### config.mk
export PLATFORM = sky130hd
export DESIGN_NAME = morse_key_timer
export DESIGN_NICKNAME = d
export VERILOG_FILES = /design/src/rtl/morse_pkg.sv /design/src/rtl/key_debounce.sv /design/src/rtl/morse_key_timer.sv
export SDC_FILE = /design/constraint.sdc
export NUM_CORES = 1
export LEC_CHECK = 0
export CORE_AREA = 4 4 83 85
export DETAILED_ROUTE_END_ITERATION = 8
export DIE_AREA = 0 0 87 89
export PLACE_DENSITY = 0.64
export SYNTH_ARGS = -nofsm -noshare
export SYNTH_HDL_FRONTEND = slang
export SYNTH_SLANG_ARGS = --single-unit
### constraint.sdc
create_clock -name clk -period 1.8 [get_ports clk]
set_input_delay 0.36 -clock clk [delete_from_list [all_inputs] [get_ports clk]]
set_output_delay 0.36 -clock clk [all_outputs]
set_load 0.02 [all_outputs]
### src/rtl/morse_pkg.sv
// morse_pkg: definitions shared by the Morse key front end and the
// downstream character decoder.
//   DOT / DASH      : symbol encoding carried on the sym output
//   key_state_t     : symbol timer state machine states
//   *_UNITS         : timing thresholds, in Morse units
package morse_pkg;

    localparam logic DOT  = 1'b0;
    localparam logic DASH = 1'b1;

    // Thresholds compared against the 4-bit saturating unit counter.
    localparam logic [3:0] DASH_UNITS     = 4'd2;
    localparam logic [3:0] CHAR_GAP_UNITS = 4'd3;
    localparam logic [3:0] WORD_GAP_UNITS = 4'd7;

    typedef enum logic [2:0] {
        IDLE,
        PRESS,
        GAP,
        WAIT_WORD,
        HOLD_ABORT
    } key_state_t;

endpackage

### src/rtl/key_debounce.sv
// key_debounce: two-flop synchroniser plus level debouncer for one raw key.
//   clk       : system clock
//   rst       : synchronous reset, active-high
//   key_in    : raw asynchronous key, 1 = pressed
//   key_level : debounced level; follows a stable key change after
//               2 + DEBOUNCE_CYCLES cycles
module key_debounce #(
    parameter int DEBOUNCE_CYCLES = 50000
) (
    input  logic clk,
    input  logic rst,
    input  logic key_in,
    output logic key_level
);

    localparam int CW = ($clog2(DEBOUNCE_CYCLES) < 1) ? 1 : $clog2(DEBOUNCE_CYCLES);
    localparam logic [CW-1:0] CNT_MAX = CW'(DEBOUNCE_CYCLES - 1);

    logic          sync1;
    logic          sync2;
    logic [CW-1:0] cnt;

    always_ff @(posedge clk) begin
        if (rst) begin
            sync1     <= 1'b0;
            sync2     <= 1'b0;
            cnt       <= '0;
            key_level <= 1'b0;
        end else begin
            sync1 <= key_in;
            sync2 <= sync1;
            // Any sample agreeing with the accepted level restarts the count,
            // so only an unbroken run of the new level flips key_level.
            if (sync2 == key_level) begin
                cnt <= '0;
            end else if (cnt == CNT_MAX) begin
                key_level <= ~key_level;
                cnt       <= '0;
            end else begin
                cnt <= cnt + 1'b1;
            end
        end
    end

endmodule

### src/rtl/morse_key_timer.sv
// morse_key_timer: turns a single raw Morse key into timed symbol events.
//   clk        : system clock
//   rst        : synchronous reset, active-high
//   key_in     : raw key, asynchronous, 1 = pressed
//   sym_valid  : one-cycle strobe, a symbol is complete
//   sym        : 0 = dot, 1 = dash (meaningful with sym_valid)
//   char_done  : one-cycle strobe, character gap reached
//   word_done  : one-cycle strobe, word gap reached
//   abort      : one-cycle strobe, over-long press discards the character
//   sym_count  : symbols in the current character, saturating at 7
//   key_level  : debounced key level
module morse_key_timer
    import morse_pkg::*;
#(
    parameter int DEBOUNCE_CYCLES = 50000,
    parameter int UNIT_CYCLES     = 5000000,
    parameter int ABORT_UNITS     = 12
) (
    input  logic       clk,
    input  logic       rst,
    input  logic       key_in,
    output logic       sym_valid,
    output logic       sym,
    output logic       char_done,
    output logic       word_done,
    output logic       abort,
    output logic [2:0] sym_count,
    output logic       key_level
);

    localparam int PW = ($clog2(UNIT_CYCLES) < 1) ? 1 : $clog2(UNIT_CYCLES);
    localparam logic [PW-1:0] PRE_MAX = PW'(UNIT_CYCLES - 1);
    localparam logic [3:0]    ABORT_U = 4'(ABORT_UNITS);

    logic          key_level_d;
    logic          key_rise;
    logic          key_fall;
    logic          unit_tick;
    logic [PW-1:0] pres;
    logic [3:0]    unit_cnt;
    key_state_t    state;

    key_debounce #(
        .DEBOUNCE_CYCLES(DEBOUNCE_CYCLES)
    ) u_debounce (
        .clk       (clk),
        .rst       (rst),
        .key_in    (key_in),
        .key_level (key_level)
    );

    assign key_rise  = key_level & ~key_level_d;
    assign key_fall  = ~key_level & key_level_d;
    // An edge restarts timing, so a coincident tick is dropped.
    assign unit_tick = (pres == PRE_MAX) && !(key_rise || key_fall);

    // Unit timer: measures time since the last debounced edge.
    always_ff @(posedge clk) begin
        if (rst) begin
            key_level_d <= 1'b0;
            pres        <= '0;
            unit_cnt    <= '0;
        end else begin
            key_level_d <= key_level;
            if (key_rise || key_fall) begin
                pres     <= '0;
                unit_cnt <= '0;
            end else if (unit_tick) begin
                pres <= '0;
                if (unit_cnt != 4'd15)
                    unit_cnt <= unit_cnt + 4'd1;
            end else begin
                pres <= pres + 1'b1;
            end
        end
    end

    // Symbol state machine. In GAP and WAIT_WORD a rise is tested before
    // the gap threshold, so a press landing on the threshold cycle
    // continues the character instead of closing it.
    always_ff @(posedge clk) begin
        if (rst) begin
            state     <= IDLE;
            sym_valid <= 1'b0;
            sym       <= DOT;
            char_done <= 1'b0;
            word_done <= 1'b0;
            abort     <= 1'b0;
            sym_count <= 3'd0;
        end else begin
            sym_valid <= 1'b0;
            char_done <= 1'b0;
            word_done <= 1'b0;
            abort     <= 1'b0;
            case (state)
                IDLE: begin
                    if (key_rise)
                        state <= PRESS;
                end
                PRESS: begin
                    if (key_fall) begin
                        sym_valid <= 1'b1;
                        sym       <= (unit_cnt < DASH_UNITS) ? DOT : DASH;
                        if (sym_count != 3'd7)
                            sym_count <= sym_count + 3'd1;
                        state <= GAP;
                    end else if (unit_cnt >= ABORT_U) begin
                        abort     <= 1'b1;
                        sym_count <= 3'd0;
                        state     <= HOLD_ABORT;
                    end
                end
                HOLD_ABORT: begin
                    if (key_fall)
                        state <= IDLE;
                end
                GAP: begin
                    if (key_rise) begin
                        state <= PRESS;
                    end else if (unit_cnt >= CHAR_GAP_UNITS) begin
                        char_done <= 1'b1;
                        sym_count <= 3'd0;
                        state     <= WAIT_WORD;
                    end
                end
                WAIT_WORD: begin
                    if (key_rise) begin
                        state <= PRESS;
                    end else if (unit_cnt >= WORD_GAP_UNITS) begin
                        word_done <= 1'b1;
                        state     <= IDLE;
                    end
                end
                default: state <= IDLE;
            endcase
        end
    end

endmodule

Yosys cells after proc, flatten, opt, wreduce, memory -nomap -nowiden

Index checks and enable logic that the tools add are counted.

$add $sub $neg: 4
Magnitude comparators: 4
Equality and inequality tests: 17
Multiplexer cells: 20
Bitwise gates (word level): 8
Reduce and logical (&&, ||, !) cells: 17

Operators with widths:

| kind                                                              | number |
|---|---|
| two-way mux 3 bit                                                 | 13 |
| adder 23 x 1 -> 23 bit, second input constant                     | 1 |
| equality test 23 bit, second input constant                       | 1 |
| adder 16 x 1 -> 16 bit, second input constant                     | 1 |
| equality test 16 bit, second input constant                       | 1 |
| != test 3 bit, second input constant                              | 5 |
| case mux 3 bit (5 select lines)                                   | 1 |
| OR reduction 3 bit                                                | 5 |
| AND reduction 5 bit                                               | 2 |
| != test 2 bit, second input constant                              | 4 |
| equality test 3 x 2 -> 1 bit, second input constant               | 2 |
| NOT 1 bit                                                         | 6 |
| case mux 3 bit (2 select lines)                                   | 1 |
| AND reduction 2 bit                                               | 3 |
| two-way mux 1 bit                                                 | 5 |
| adder 4 x 1 -> 4 bit, second input constant                       | 1 |
| greater-or-equal comparator 4 x 2 -> 1 bit, second input constant | 1 |
| greater-or-equal comparator 4 x 3 -> 1 bit, second input constant | 1 |
| greater-or-equal comparator 4 bit, second input constant          | 1 |
| less-than comparator 4 x 2 -> 1 bit, second input constant        | 1 |
| != test 4 bit, second input constant                              | 1 |
| OR reduction 2 bit                                                | 2 |
| adder 3 x 1 -> 3 bit, second input constant                       | 1 |
| equality test 3 x 1 -> 1 bit, second input constant               | 1 |
| other kinds (8)                                                   | 9 |

Register bits: 58
Input bits: 3
Output and inout port bits: 9
Logic and storage cells: 84

Depth between registers and ports, before layout

Word-level depth: 6
Mapped depth: 7
Gate-level depth less buffers: 6

By module

From an unflattened synthesis, not the netlist that was laid out.

Cells, all modules: 311
Area total of the unflattened synthesis: 2750.1 µm²

Modules (own cells, without submodules):

| module          | times used | cells each | area an instance (µm²) | sequential area each (µm²) |
|---|---|---|---|---|
| morse_key_timer | 1          | 224        | 1903.1                 | 780.7 |
| key_debounce    | 1          | 87         | 847.1                  | 380.4 |

Least setup slack after synthesis

No wires, ideal clock.

Kind: flip-flop to flip-flop
From: register u_debounce.key_level
To: register state[0]
Setup time: 0.058 ns
Arrival time: 1.857 ns
Path slack: -0.115 ns
Stages on the path, launching flop included: 7
Buffers on the path: 0
Path through: dfxtp_1 > inv_1 > ha_1 > or4b_2 > o21a_1 > a21oi_1 > o21a_1

Longest elaborated chain between the ends: 4
Elaborated cells on any way between the ends: 13
Classes of those cells: eq/ne (5); mux (4); bitwise (3); reduce/logical (1)

RTL lines:

| item                                                                             | RTL line               | source |
|---|---|---|
| start, declared                                                                  | key_debounce.sv:13     | `output logic key_level` |
| start signal, assigned                                                           | key_debounce.sv:37     | `key_level <= ~key_level;` |
| NOT 1 bit (*)                                                                    | morse_key_timer.sv:53  | `assign key_fall = ~key_level & key_level_d;` |
| bitwise AND 1 bit (*)                                                            | morse_key_timer.sv:53  |  |
| via key_fall                                                                     | morse_key_timer.sv:37  | `logic key_fall;` |
| != test 3 bit (no line) (tied with other cells)                                  | --                     |  |
| AND reduction 5 bit (no line) or case mux 3 bit (5 select lines) (tied branches) | --                     |  |
| end signal, assigned                                                             | morse_key_timer.sv:83  | `state <= IDLE;` |
| end signal, assigned                                                             | morse_key_timer.sv:98  | `state <= PRESS;` |
| end signal, assigned                                                             | morse_key_timer.sv:106 | `state <= GAP;` |
| end, declared                                                                    | morse_key_timer.sv:41  | `key_state_t state;` |

Mark *: on every way through the listed nets, which the timed path passes. The rest lies on a longest branch.
A chain may end at the register's enable or synchronous reset.

Worst setup path in the final report

From: register pres[0]
To: register pres[20]

Longest elaborated chain between the ends: 3
Elaborated cells on any way between the ends: 4
Classes of those cells: add/sub (1); eq/ne (1); reduce/logical (2)

RTL lines:

| item                                                                           | RTL line              | source |
|---|---|---|
| start, declared                                                                | morse_key_timer.sv:39 | `logic [PW-1:0] pres;` |
| start signal, assigned                                                         | morse_key_timer.sv:73 | `pres <= pres + 1'b1;` |
| parallel branches: the longest is 3 deep, another holds adder 23 x 1 -> 23 bit | --                    |  |

Several ways; the timed one is not identified.

==> results.txt <==
Core Area - 0.00620 mm2
Final instance area - 0.00339 mm2
Worst setup SP type - flop
Full die area - 0.00774 mm2
First-pass GRT wire length - 9230 um
Fin. Hold Viols - 0
TritonCTS buffer count - 9
Area contributors post-synth - dfxtp_1 43%, nor2_1 5.5%, xnor2_1 5.2%
M3 GR Usage - 6.08%
Gpl congestion - 0.791
Global routing's busiest layer - met2
Clock sink total - 58
Port Buffers - 11
Clk_lat worst skew - 330 ps
Status - complete, no violations
CTS tree - built
Width of the die - 87 um
Main synth FF type - dfxtp_1
Max-Cap Viols - 0
# setup viols final - 0
CP Capture Type - flop
Syn nets - 314
CP required - 2070 ps
H-tree Lvls - 3
EDFF count, synth - 0
Peak supply drop - 0.483 mV
Crit path arrival time - 2010 ps
Post-Syn Area - 0.00268 mm2
Yosys warns - 0
Vias per cell - 5.25
Initial DRC count - 85
Clock slew at reported path FFs - 60 ps
Fin crit share - 96.5%
R2r setup slk - 60 ps
Antenna violations before repair - 0
Final nets - 361
Vias in the first global route - 2089
GRT Total Usage - 15.1%
Synth top cells by count - 58 x dfxtp_1, 39 x nor2_1, 21 x nand2_1
Most frequent cell after synthesis - dfxtp_1
Yosys top cell by area - dfxtp_1
Iteration count of the initial detailed-routing pass - 5
Detailed Route WL - 5260 um
Layout area overhead - 26.5%
N_diodes - 0
DR WL/cell - 12.1 um
Cell count after synthesis - 304
Fin Clk Skew - 4.98 ps
Power per standard cell area - 776 mW/mm2
Pwr Total - 2.63 mW
Root Driver - clkbuf_8
Via Count - 2274
Min Tclk post-route - 1740 ps
Initial Util - 43.2%
Synth async-reset ratio - 0%
Fin util - 54.6%
Slew Limit Fails - 0
Hold/Removal Path Class - flop to flop
Met2 Use GR - 24.5%
Met1 Track Usage GR - 18.2%
Setup TNS - 0 ps
I/O pin cnt - 12
Library cells used by synthesis - 47
Share of cells above drive strength 1 - 19.9%
Worst Max-Slew Pin Slew - 383 ps
Placed Instance Area - 0.00310 mm2
HPWL after DPL - 3750 um
Largest net degree at the start of global routing - 17
Rel. slew slack - 74.2%
Antenna viol nets, final - 0
DRC - 0
Synth Area per Inst - 8.82 um2
Die height - 89 um
CP Class - flop to flop
Fillers - 586
Total gr overflow - 0
RSZ-0062 raised after global routing - true
F_max - 576 MHz
Critical Path Fanout Max - 5
Num rows - 29
Synth Register Bits - 58
Top cell type's share of synthesized area - 43.3%
Clock tree buffer depth - 2
Sequential area share after synthesis - 43.3%
Leak pwr - 1.20 nW
-- layout by cell type (no fill, tap or decap), drive strengths merged, types with 8 or more instances in the layout --
master	Yosys	layout
a21oi	17	17
buf	5	34
clkbuf	4	15
clkdlybuf4s50	0	11
dfxtp	58	58
inv	12	12
nand2	21	21
nand3	15	15
nand4	12	12
nor2	39	39
nor3	8	8
o21ai	11	11
or3	14	14
xnor2	16	16
xor2	10	10
-- timing repair --
action	CTS	global route
buffers inserted	0	3
hold buffers	0	0
gates cloned	0	0
pin swaps	0	5
setup endpoints to repair	2	30
resized for setup	2	13
-- sequential cells by signal (all words and copies together), names as in the netlist, 3 cells and up --
name / flops
sym_count: 3
u_debounce.cnt: 16
pres: 23
unit_cnt: 4
state: 3
-- layout make-up --
type | instances | area, um2 | share of cell area (%)
clock buffer | 15 | 186 | 5.50
clock inverter | 1 | 30.0 | 0.886
inverter | 12 | 45.0 | 1.33
multi-input combinational | 225 | 1480 | 43.6
sequential | 58 | 1180 | 34.7
tap | 77 | 96.3 | 2.84
timing repair buffer | 45 | 378 | 11.1
-- per-layer routing --
metal / wire, um / vias up / part of all wire, %
met4: 80 / 0 / 1.5
met1: 2480 / 1067 / 47
met5: 0 / - / 0
met2: 2490 / 29 / 47
li1: - / 1169 / -
met3: 211 / 9 / 4.0
-- worst paths after layout --
kind,start,to,depth (start not counted)
worst max-delay path,pres[0],pres[20],5
worst min-delay path,pres[0],pres[0],1
worst max register to register,pres[0],pres[20],5
worst min register to register,pres[0],pres[0],1
-- logic make-up after synthesis --
family,Yosys count,share of synthesized area (%)
fa+ha+maj,7,3.27
simple gates,147,30.6
compound gates,40,9.20
buf+inv,21,3.22
mux,5,1.87
flops,58,43.3
xor+xnor,26,8.50
-- power by group --
group	total, mW	switching (mW)	internal [mW]
clock	1.27	0.481	0.792
combinational	0.0569	0.0312	0.0257
sequential	1.30	0.00882	1.29
-- metrics by stage --
stage	hold slack (ps)	setup WS (ps)	instances
2_1_floorplan	414	0.790	304
3_3_place_gp	434	54.9	414
3_5_place_dp	435	13.0	414
4_1_cts	435	14.6	430
5_1_grt	466	-25.9	433
6_report	446	63.8	433
-- worst max-delay path, stage by stage, from the launching register on --
cell and delay [ps]:
dfxtp_4 370, ha_4 120, nand2_1 80, or4_4 570, or4_4 430, a21oi_2 120
No activity file was read; power rests on OpenSTA's default activity.
